--- config.mk ---
export PLATFORM = sky130hd
export DESIGN_NAME = traffic_phase_controller
export DESIGN_NICKNAME = d
export VERILOG_FILES = /design/src/rtl/traffic_phase_controller.sv
export SDC_FILE = /design/constraint.sdc
export NUM_CORES = 1
export LEC_CHECK = 0
export CAP_MARGIN = 25
export CORE_ASPECT_RATIO = 0.6
export CORE_UTILIZATION = 51
export DETAILED_ROUTE_END_ITERATION = 7
export PLACE_DENSITY = 0.88
export SETUP_SLACK_MARGIN = 0.15
export SKIP_LAST_GASP = 1
export SYNTH_ARGS = -nofsm -noshare
export SYNTH_HDL_FRONTEND = slang
export SYNTH_SLANG_ARGS = --single-unit
--- constraint.sdc ---
create_clock -name clock -period 2.6 [get_ports clock]
set_input_delay 0.65 -clock clock [delete_from_list [all_inputs] [get_ports clock]]
set_output_delay 0.65 -clock clock [all_outputs]
set_load 0.02 [all_outputs]
--- src/rtl/traffic_phase_controller.sv ---
// Two-way intersection phase sequencer: lamp drive, per-phase tick countdown,
// pedestrian request latch with main-green shortening, and night flashing mode.
module traffic_phase_controller #(
    parameter int T_GREEN_MAIN = 30,
    parameter int T_GREEN_SIDE = 20,
    parameter int T_YELLOW     = 4,
    parameter int T_ALLRED     = 2,
    parameter int T_PED_CUT    = 5
) (
    input  logic       clock,
    input  logic       reset,
    input  logic       tick,
    input  logic       ped_req,
    input  logic       night,
    output logic [2:0] main_light,
    output logic [2:0] side_light,
    output logic       ped_walk,
    output logic       ped_pending,
    output logic [2:0] phase,
    output logic [6:0] time_remaining,
    output logic       phase_done
);

    typedef enum logic [2:0] {
        MAIN_GREEN  = 3'd0,
        MAIN_YELLOW = 3'd1,
        ALL_RED_A   = 3'd2,
        SIDE_GREEN  = 3'd3,
        SIDE_YELLOW = 3'd4,
        ALL_RED_B   = 3'd5,
        FLASH       = 3'd6,
        ILLEGAL     = 3'd7
    } state_t;

    // A zero duration is treated as one tick so every phase is visible.
    localparam logic [6:0] D_GM = (T_GREEN_MAIN[6:0] == 7'd0) ? 7'd1 : T_GREEN_MAIN[6:0];
    localparam logic [6:0] D_GS = (T_GREEN_SIDE[6:0] == 7'd0) ? 7'd1 : T_GREEN_SIDE[6:0];
    localparam logic [6:0] D_Y  = (T_YELLOW[6:0]     == 7'd0) ? 7'd1 : T_YELLOW[6:0];
    localparam logic [6:0] D_AR = (T_ALLRED[6:0]     == 7'd0) ? 7'd1 : T_ALLRED[6:0];
    localparam logic [6:0] D_PC = (T_PED_CUT[6:0]    == 7'd0) ? 7'd1 : T_PED_CUT[6:0];

    localparam logic [2:0] RED    = 3'b100;
    localparam logic [2:0] YELLOW = 3'b010;
    localparam logic [2:0] GREEN  = 3'b001;

    state_t     state, state_n;
    logic [6:0] rem, rem_n;
    logic       flash, flash_n;
    logic       pend_n;
    logic       expire;
    logic [2:0] main_n, side_n;

    assign expire = tick && (rem <= 7'd1);

    always_comb begin
        state_n = state;
        rem_n   = rem;
        flash_n = flash;
        if (tick && rem > 7'd1)
            rem_n = rem - 7'd1;
        case (state)
            MAIN_GREEN: begin
                if (ped_pending && rem > D_PC) begin
                    rem_n = D_PC;
                end else if (expire) begin
                    state_n = MAIN_YELLOW;
                    rem_n   = D_Y;
                end
            end
            MAIN_YELLOW: if (expire) begin
                state_n = ALL_RED_A;
                rem_n   = D_AR;
            end
            ALL_RED_A, ALL_RED_B: if (expire) begin
                if (night) begin
                    state_n = FLASH;
                    rem_n   = 7'd0;
                    flash_n = 1'b0;
                end else if (state == ALL_RED_A) begin
                    state_n = SIDE_GREEN;
                    rem_n   = D_GS;
                end else begin
                    state_n = MAIN_GREEN;
                    rem_n   = D_GM;
                end
            end
            SIDE_GREEN: if (expire) begin
                state_n = SIDE_YELLOW;
                rem_n   = D_Y;
            end
            SIDE_YELLOW: if (expire) begin
                state_n = ALL_RED_B;
                rem_n   = D_AR;
            end
            FLASH: begin
                rem_n = 7'd0;
                if (tick) begin
                    if (!night) begin
                        state_n = ALL_RED_B;
                        rem_n   = D_AR;
                        flash_n = 1'b0;
                    end else begin
                        flash_n = ~flash;
                    end
                end
            end
            default: begin
                state_n = ALL_RED_B;
                rem_n   = D_AR;
                flash_n = 1'b0;
            end
        endcase

        // A request arriving on the serving edge is kept for the next cycle.
        pend_n = ped_req ||
                 (ped_pending && !(state_n == SIDE_GREEN && state != SIDE_GREEN));

        main_n = RED;
        side_n = RED;
        case (state_n)
            MAIN_GREEN:  main_n = GREEN;
            MAIN_YELLOW: main_n = YELLOW;
            SIDE_GREEN:  side_n = GREEN;
            SIDE_YELLOW: side_n = YELLOW;
            FLASH: begin
                main_n = {1'b0, flash_n, 1'b0};
                side_n = {1'b0, flash_n, 1'b0};
            end
            default: ;
        endcase
    end

    always_ff @(posedge clock or posedge reset) begin
        if (reset) begin
            state       <= ALL_RED_B;
            rem         <= D_AR;
            flash       <= 1'b0;
            main_light  <= RED;
            side_light  <= RED;
            ped_walk    <= 1'b0;
            ped_pending <= 1'b0;
            phase_done  <= 1'b0;
        end else begin
            state       <= state_n;
            rem         <= rem_n;
            flash       <= flash_n;
            main_light  <= main_n;
            side_light  <= side_n;
            ped_walk    <= (state_n == SIDE_GREEN);
            ped_pending <= pend_n;
            phase_done  <= (state_n != state);
        end
    end

    assign phase          = state;
    assign time_remaining = rem;

endmodule

==> results of run 1 <==
worst min path at each step:
stage | start | endpoint | slack [ns] | depth (start not counted)
detailed placement | ped_pending$_DFF_PP0_ | ped_pending$_DFF_PP0_ | 0.56 | 1
finish | time_remaining[1]$_DFF_PP1_ | time_remaining[1]$_DFF_PP1_ | 0.58 | 2
floorplan | time_remaining[1]$_DFF_PP1_ | time_remaining[1]$_DFF_PP1_ | 0.59 | 2
global placement | ped_pending$_DFF_PP0_ | ped_pending$_DFF_PP0_ | 0.51 | 1
CTS | ped_pending$_DFF_PP0_ | ped_pending$_DFF_PP0_ | 0.57 | 1
global route | ped_pending$_DFF_PP0_ | ped_pending$_DFF_PP0_ | 0.62 | 1
cell type report:
class | instances | share of cell area
Clock buffer | 4 | 0.0287
Inverter | 6 | 0.0143
Multi-Input combinational cell | 111 | 0.436
Sequential cell | 20 | 0.322
Tap cell | 30 | 0.0239
Timing Repair Buffer | 29 | 0.175
Yosys cell counts (all sizes together) (2+ instances only):
| master | n |
|---|---|
| a21oi | 11 |
| and2 | 2 |
| clkbuf | 6 |
| dfrtp | 15 |
| dfstp | 5 |
| ha | 2 |
| inv | 6 |
| nand2 | 17 |
| nand2b | 7 |
| nand4 | 3 |
| nor2 | 14 |
| nor2b | 6 |
| nor3 | 3 |
| nor3b | 2 |
| nor4 | 3 |
| o211a | 2 |
| o211ai | 3 |
| o21a | 2 |
| o21ai | 4 |
| o22ai | 3 |
| or4 | 3 |
| xnor2 | 2 |
| xor2 | 3 |
power groups by stage:
stage                     logic [mW]  registers [mW]  clock network (mW)
final                           1.18           0.617               0.212
after global routing            1.28           0.634               0.231
after CTS                       1.16           0.606               0.211
after detailed placement        1.15           0.610                   0
after global placement          1.15           0.600                   0
after floorplan                0.667           0.665                   0
critical path, stage by stage:
cell             delay [ns]
clkdlybuf4s50_1        0.57
nor2b_1                0.16
buf_4                  0.16
nand4_1                0.09
a221o_1                0.48
nor3b_1                0.30
a21oi_1                0.10
per-layer routing:
layer  GRT usage  wire length [microns]  part of all wire  up-vias
met5           0                      0                 0        -
met4      0.0978                     76             0.022        0
met3      0.0511                    359              0.11       14
met2       0.421                   1430              0.42       92
met1       0.436                   1530              0.45      570
li1            -                      -                 -      570
layout by cell type (no fill, tap or decap), types with 2 or more instances in the layout:
cell             instances
dfstp_2                  5
o21a_1                   2
o211ai_1                 3
nor3b_1                  2
o21ai_0                  4
nor4_1                   3
buf_4                    6
xnor2_1                  2
clkdlybuf4s50_1         23
nand4_1                  3
xor2_1                   3
inv_1                    6
nor2_1                  14
or4_1                    2
nand2_1                 17
dfrtp_1                 15
o22ai_1                  3
ha_1                     2
clkbuf_8                 3
a21oi_1                 10
o211a_1                  2
nor2b_1                  6
and2_1                   2
nor3_1                   3
nand2b_1                 7
stage by stage:
| stage | hold WS (ns) | worst slack, ns | instance area [sq um] | total power [mW] | util |
|---|---|---|---|---|---|
| after global routing | 0.618 | 0.213 | 1570 | 2.14 | 0.705 |
| after floorplan | 0.587 | 0.385 | 1240 | 1.33 | - |
| final | 0.581 | 0.257 | 1570 | 2.01 | 0.705 |
| after detailed placement | 0.556 | 0.0459 | 1530 | 1.76 | 0.685 |
| after global placement | 0.513 | 0.148 | 1530 | 1.75 | 0.685 |
| after CTS | 0.573 | 0.289 | 1570 | 1.98 | 0.705 |
cells by family (layout without fill, tap and decap cells):
logic type               count (synthesis)  in the layout  share of synthesized area
AND/OR/NAND/NOR                         65             65                      0.272
AO/OA/AOI/OAI                           39             39                      0.224
flip-flops                              20             20                      0.408
buffers and inverters                   13             39                     0.0403
XOR/XNOR                                 5              5                     0.0353
adder cells (fa/ha/maj)                  2              2                     0.0202
sequential cells by signal (all words and copies together), names as in the netlist:
register        cells
flash               1
ped_pending         1
ped_walk            1
phase               3
phase_done          1
time_remaining      7
main_light          3
side_light          3
==> impl_metrics.yaml, run 1 <==
timing:
  tns_ns: 0
  rsz0062_at_grt: "no"
  fmax_mhz: 427
  skew_ns: 0.00242
  finalSetupViolCount: 0
  finalCritPeriodShare: 0.901
  relSlewSlack: 0.488
  min_period_ns: 2.34
  maxSlewViolCount: 0
  hold_viol: 0
  worst_pin_slew_ns: 0.768
die:
  core_sq_um: 2230
  die_w_microns: 65.7
  ioPinCount: 24
  die-height_microns: 40.2
  rows: 13
  start_util: 0.557
  die_area_sq_um: 2640
cts:
  numCtsBuffers: 3
  numClockSinks: 20
  hold_buffers: 0
  htreeDepth: 1
  cts.repair.resized: 0
  root_buffer: "clkbuf_8"
  clk_pin_slew_ns: 0.07
  post-cts-setup-buffers: 0
  clock_path_buffers: 2
  worst_skew_pair.late_latency_ns: 0.26
  cts_tree: "built"
setup_path:
  reg2reg_depth: 5
  critPathRequiredTime_ns: 2.77
  cp_max_fo: 7
  reg2reg_slack_ns: 0.33
  worstSetupStartpoint: "tick"
  worstSetupEndpointType: "register"
  cp-start-kind: "input pin"
  crit_type: "in2reg"
  cp-endpoint: "side_light[2]$_DFF_PP1_"
  reg2reg_to: "time_remaining[2]$_DFF_PP0_"
  regToRegStartpoint: "time_remaining[5]$_DFF_PP0_"
  crit_arrival_ns: 2.51
placed_design:
  dp_cells: 196
  io_buffers: 23
  dp_hpwl_microns: 2450
  place.gp.congestion: 0.946
synthesis:
  syn_inst: 144
  ys_seq_area_frac: 0.408
  avgSynthCellArea_sq_um: 8.62
  synth-edff-count: 0
  async_reset_ff_frac: 1.00
  ys_warn_count: 0
  synth_seq_cells: 20
  synthTopCellsByArea: "dfrtp_1 30%, dfstp_2 11%, nand2_1 5.1%"
  yosysTopAreaCell: "dfrtp_1"
  synth_area_sq_um: 1240
  synthFlopType: "dfrtp_1"
  ys_types: 45
  yosysTopAreaCellShare: 0.302
  syn-num-nets: 151
global_route:
  grt_pass1_wl_microns: 5380
  grt_max_degree: 21
  grt_pass1_vias: 1039
  track_usage: 0.292
  antenna_found_initial: 0
  grt-ovfl-total: 0
route:
  drc: 0
  ant_nets: 0
  drtIter0Drc: 170
  routedWlPerCell_microns: 17.0
  viasPerCell: 6.23
  vias: 1246
  totalWireLength_microns: 3400
  drt_pass1_iterations: 5
finish:
  n_antenna_cell: 0
  multi_input_area_sq_um: 684
  seq_area_sq_um: 507
  instances_no_fill: 200
  syn2layout_area_growth_pct: 26.6
  nets: 178
  drive_gt1_frac: 0.106
  fillers: 179
power:
  p_leak_nw: 0.660
  power_switching_mw: 0.938
  combPwrFrac: 0.588
  p_sw_frac: 0.466
  ir_drop_mv: 0.560
  pwr-share-clk: 0.105
  p_int_mw: 1.07
  pwr-share-seq: 0.306
  power_density_nw_per_um2: 1280
worst_hold_path:
  hp-class: "reg2reg"
flow_run:
  maxCapViolations: 0
run_status:
  status: "complete, no violations"
(Power assumes the default switching activity.)
==> run 2, diff against run 1 <==
Clock period 2.6 ns to 2.4 ns, I/O delays scaled along.
==> impl_metrics.yaml, run 2 (synthesis gave the netlist of run 1 again) <==
run_status:
  status: "complete, no violations"
global_route:
  track_usage: 0.312
  grt_pass1_vias: 1186
  busiest_layer: "met2"
  antenna_found_initial: 0
  use_met1: 0.418
  grt_pass1_wl_microns: 5820
  grt-ovfl-total: 0
  grtUsageMet2: 0.467
  grt_max_degree: 21
  met3_usage: 0.0966
setup_path:
  worstSetupStartpoint: "phase[0]$_DFF_PP1_"
  reg2reg_to: "main_light[0]$_DFF_PP0_"
  cp_max_fo: 17
  path_cells: "clkdlybuf4s50_1"
  slowest_stage: "dfstp_4"
  path_delay_family: "flip-flops"
  crit_type: "reg2out"
  cp-endpoint: "phase[0]"
  worst-path-stages: 1
  critPathRequiredTime_ns: 1.80
  cp-start-kind: "register"
  regToRegStartpoint: "time_remaining[1]$_DFF_PP1_"
  reg2reg_slack_ns: 0.23
  reg2reg_depth: 7
  crit_arrival_ns: 1.62
  slowest_delay_ns: 0.72
  worstSetupEndpointType: "output pin"
  path_buf_inv: 1
cts:
  clk_pin_slew_ns: 0.07
  root_buffer: "clkbuf_8"
  cts_tree: "built"
  numCtsBuffers: 3
  worst_skew_pair.late_latency_ns: 0.26
  hold_buffers: 0
  numClockSinks: 20
  htreeDepth: 1
  clock_path_buffers: 2
timing:
  min_period_ns: 2.22
  fmax_mhz: 450
  relSlewSlack: 0.481
  rsz0062_at_grt: "no"
  fin_hold_ws_ns: 0.531
  finalSetupViolCount: 0
  maxSlewViolCount: 0
  hold_viol: 0
  finalCritPeriodShare: 0.926
  skew_ns: 0.00125
  worst_pin_slew_ns: 0.778
route:
  vias: 1316
  routedWlPerCell_microns: 17.9
  drtIter0Drc: 114
  totalWireLength_microns: 3770
  ant_nets: 0
  viasPerCell: 6.24
  drt_pass1_iterations: 5
  drc: 0
die:
  start_util: 0.557
  die_w_microns: 65.7
  die_area_sq_um: 2640
  die-height_microns: 40.2
  core_sq_um: 2230
  ioPinCount: 24
  rows: 13
finish:
  final_area_sq_um: 1680
  mostFrequentLayoutCells: "22 x clkdlybuf4s50_1, 17 x nand2_1, 17 x buf_4, 14 x nor2_1, 14 x dfrtp_1"
  nets: 189
  n_antenna_cell: 0
  syn2layout_area_growth_pct: 35.3
  drive_gt1_frac: 0.188
  largest_register_ffs: 7
  mostFrequentLayoutCell: "clkdlybuf4s50_1"
power:
  p_leak_nw: 0.724
  finalPower_mw: 2.34
  ir_drop_mv: 0.627
  power_density_nw_per_um2: 1400
placed_design:
  dp_hpwl_microns: 2710
  io_buffers: 23
  post_dp_cell_area_sq_um: 1600
  place.gp.congestion: 0.963
worst_hold_path:
  hp-class: "reg2reg"
flow_run:
  maxCapViolations: 0
==> run 2: timing repair <==
item | CTS | global route
setup endpoints to repair | 3 | 9
gates resized for setup | 1 | 7
buffers inserted | 0 | 1
pin swaps | 0 | 1
==> run 2: worst min-delay path by stage <==
stage / startpoint / to / slack (ns) / depth (start not counted)
finish: ped_pending$_DFF_PP0_ / ped_pending$_DFF_PP0_ / 0.53 / 1
global placement: ped_pending$_DFF_PP0_ / ped_pending$_DFF_PP0_ / 0.51 / 1
detailed placement: ped_pending$_DFF_PP0_ / ped_pending$_DFF_PP0_ / 0.53 / 1
CTS: ped_pending$_DFF_PP0_ / ped_pending$_DFF_PP0_ / 0.53 / 1
floorplan: reset / flash$_DFF_PP0_ / 0.56 / 1
global route: ped_pending$_DFF_PP0_ / ped_pending$_DFF_PP0_ / 0.55 / 1
==> run 2: per-stage QoR <==
stage	TNS, ns	setup WS (ns)	util	std cells
finish	0	0.177	0.754	211
global route	0	0.145	0.754	211
CTS	0	0.107	0.741	210
detailed placement	-0.211	-0.0935	0.719	206
global placement	0	0.0363	0.719	206
floorplan	0	0.185	-	144
==> run 2: area by class of cell <==
class	instances	area (sq um)
repair buffers	40	360
flip-flops and latches	20	512
fillers	149	549
well taps	30	37.5
clock buffers	4	45.0
multi-input cells	111	702
inverters	6	22.5
==> run 2: metal layers <==
layer  up-vias  wire length, microns
li1        594                     -
met1       603                  1630
met2       103                  1610
met3        16                   442
met4         0                    81
met5         -                     0
==> run 2: where the power goes <==
group	internal, mW	leakage (nW)	switching [mW]
sequential	0.491	0.246	0.144
combinational	0.662	0.455	0.812
clock	0.118	0.0228	0.117
==> run 3, diff against run 2 <==
Settings changed: CORE_UTILIZATION 51 to 46, PLACE_DENSITY 0.88 to 0.84, SLEW_MARGIN set to 40.
Clock period 2.4 ns to 1.9 ns, I/O delays scaled along.
==> impl_metrics.yaml, run 3 (synthesis gave the netlist of run 1 again) <==
run_status:
  status: "finished with violations"
  violations: "DRC, setup timing"
setup_path:
  regToRegStartpoint: "time_remaining[5]$_DFF_PP0_"
  path_cells: "or4_4 -> buf_6 -> or4_4 -> nand4b_1 -> o211ai_1 -> a311oi_2"
  cp_max_fo: 6
  slowest_delay_ns: 0.54
  path_common_cell: "or4_4"
  critPathRequiredTime_ns: 2.09
  crit_type: "reg2reg"
  worstSetupEndpointType: "register"
  reg2reg_depth: 6
  cp-start-kind: "register"
  slowest_stage: "or4_4"
  reg2reg_to: "time_remaining[2]$_DFF_PP0_"
  cp-endpoint: "time_remaining[2]$_DFF_PP0_"
  crit_arrival_ns: 2.42
  reg2reg_slack_ns: -0.33
  worstSetupStartpoint: "time_remaining[5]$_DFF_PP0_"
timing:
  hold_viol: 0
  skew_ns: 0.0126
  fin_ws_ns: -0.330
  finalCritPeriodShare: 1.17
  fmax_mhz: 449
  worst_pin_slew_ns: 0.443
  maxSlewViolCount: 0
  min_period_ns: 2.23
  relSlewSlack: 0.705
  rsz0062_at_grt: "yes"
  finalSetupViolCount: 21
placed_design:
  place.gp.congestion: 1.00
  dp_hpwl_microns: 2980
  io_buffers: 23
  pre_cts_ws_ns: -0.369
route:
  viasPerCell: 6.96
  drt_pass1_iterations: 8
  ant_nets: 0
  drtIter0Drc: 202
  vias: 1726
  totalWireLength_microns: 6190
  routedWlPerCell_microns: 25.0
  drc: 1
finish:
  fin_util: 0.873
  syn2layout_area_growth_pct: 77.4
  mostFrequentLayoutCell: "buf_4"
  mostFrequentLayoutCells: "37 x buf_4, 15 x nand2_1, 15 x buf_6, 12 x dfrtp_1, 11 x nor2_1"
  fillers: 103
  nets: 224
  n_antenna_cell: 0
  drive_gt1_frac: 0.458
  largest_register_ffs: 7
  multi_input_area_sq_um: 898
  seq_area_sq_um: 510
global_route:
  grt-ovfl-total: 0
  grt_pass1_vias: 1570
  track_usage: 0.382
  grt_max_degree: 21
  grt_pass1_wl_microns: 8240
  antenna_found_initial: 0
die:
  start_util: 0.492
  die_w_microns: 69.1
  ioPinCount: 24
  core_sq_um: 2520
  rows: 14
  die-height_microns: 42.2
  die_area_sq_um: 2920
flow_run:
  maxCapViolations: 0
power:
  p_leak_nw: 0.985
  power_density_nw_per_um2: 2050
  ir_drop_mv: 1.45
cts:
  htreeDepth: 1
  clk_pin_slew_ns: 0.09
  numCtsBuffers: 3
  numClockSinks: 20
  worst_skew_pair.late_latency_ns: 0.29
  root_buffer: "clkbuf_8"
  clock_path_buffers: 2
  cts_tree: "built"
  hold_buffers: 0
worst_hold_path:
  hp-class: "in2async"
-- run 3: worst min-delay path by stage --
stage                     startpoint                      end  slack [ns]
5_1_grt                        reset     phase_done$_DFF_PP0_        0.55
2_1_floorplan                  reset          flash$_DFF_PP0_        0.43
6_report                       reset  main_light[1]$_DFF_PP0_        0.52
3_5_place_dp   ped_pending$_DFF_PP0_    ped_pending$_DFF_PP0_        0.54
3_3_place_gp   ped_pending$_DFF_PP0_    ped_pending$_DFF_PP0_        0.52
4_1_cts                        reset  main_light[1]$_DFF_PP0_        0.53
-- run 3: per-stage QoR --
stage,setup TNS [ns],std cells,cell area (sq um),total power [mW],hold WS (ns)
final,-3.20,248,2200,4.52,0.523
after global placement,-3.87,227,1770,2.76,0.518
after global routing,-3.58,248,2200,4.62,0.546
after floorplan,-0.867,144,1270,1.89,0.435
after CTS,-2.11,241,2040,3.73,0.529
after detailed placement,-4.35,227,1770,2.82,0.536
-- run 3: worst max-delay path: cells and delay by family (launching register included) --
kind,cells,cell delay (ns)
flip-flops,1,0.42
AO/OA/AOI/OAI,2,0.37
AND/OR/NAND/NOR,3,1.16
buffers and inverters,1,0.16
-- run 3: power by group --
| group | total (mW) | internal [mW] | leakage, nW | switching (mW) |
|---|---|---|---|---|
| Sequential | 0.751 | 0.615 | 0.243 | 0.136 |
| Clock | 0.463 | 0.283 | 0.0357 | 0.180 |
| Combinational | 3.31 | 1.54 | 0.706 | 1.77 |
| Total | 4.52 | 2.44 | 0.985 | 2.08 |
-- run 3: area by class of cell --
type                            instances  area share
Sequential cell                        20       0.232
Timing Repair Buffer                   75       0.298
Multi-Input combinational cell        111       0.408
Clock buffer                            3      0.0188
Clock inverter                          1      0.0136
Inverter                                6      0.0114
Tap cell                               32      0.0182
-- run 3: per-layer routing --
layer,up-vias,global-route usage,wire length [microns]
li1,659,-,-
met5,-,0,0
met4,0,0.237,495
met1,788,0.491,2210
met3,69,0.132,976
met2,210,0.555,2510
-- run 3: what timing repair did --
action,CTS,global route
setup buffers,10,7
gates resized for setup,40,32
gates cloned,0,0
pin swaps,12,19
endpoints found under the setup margin,33,23
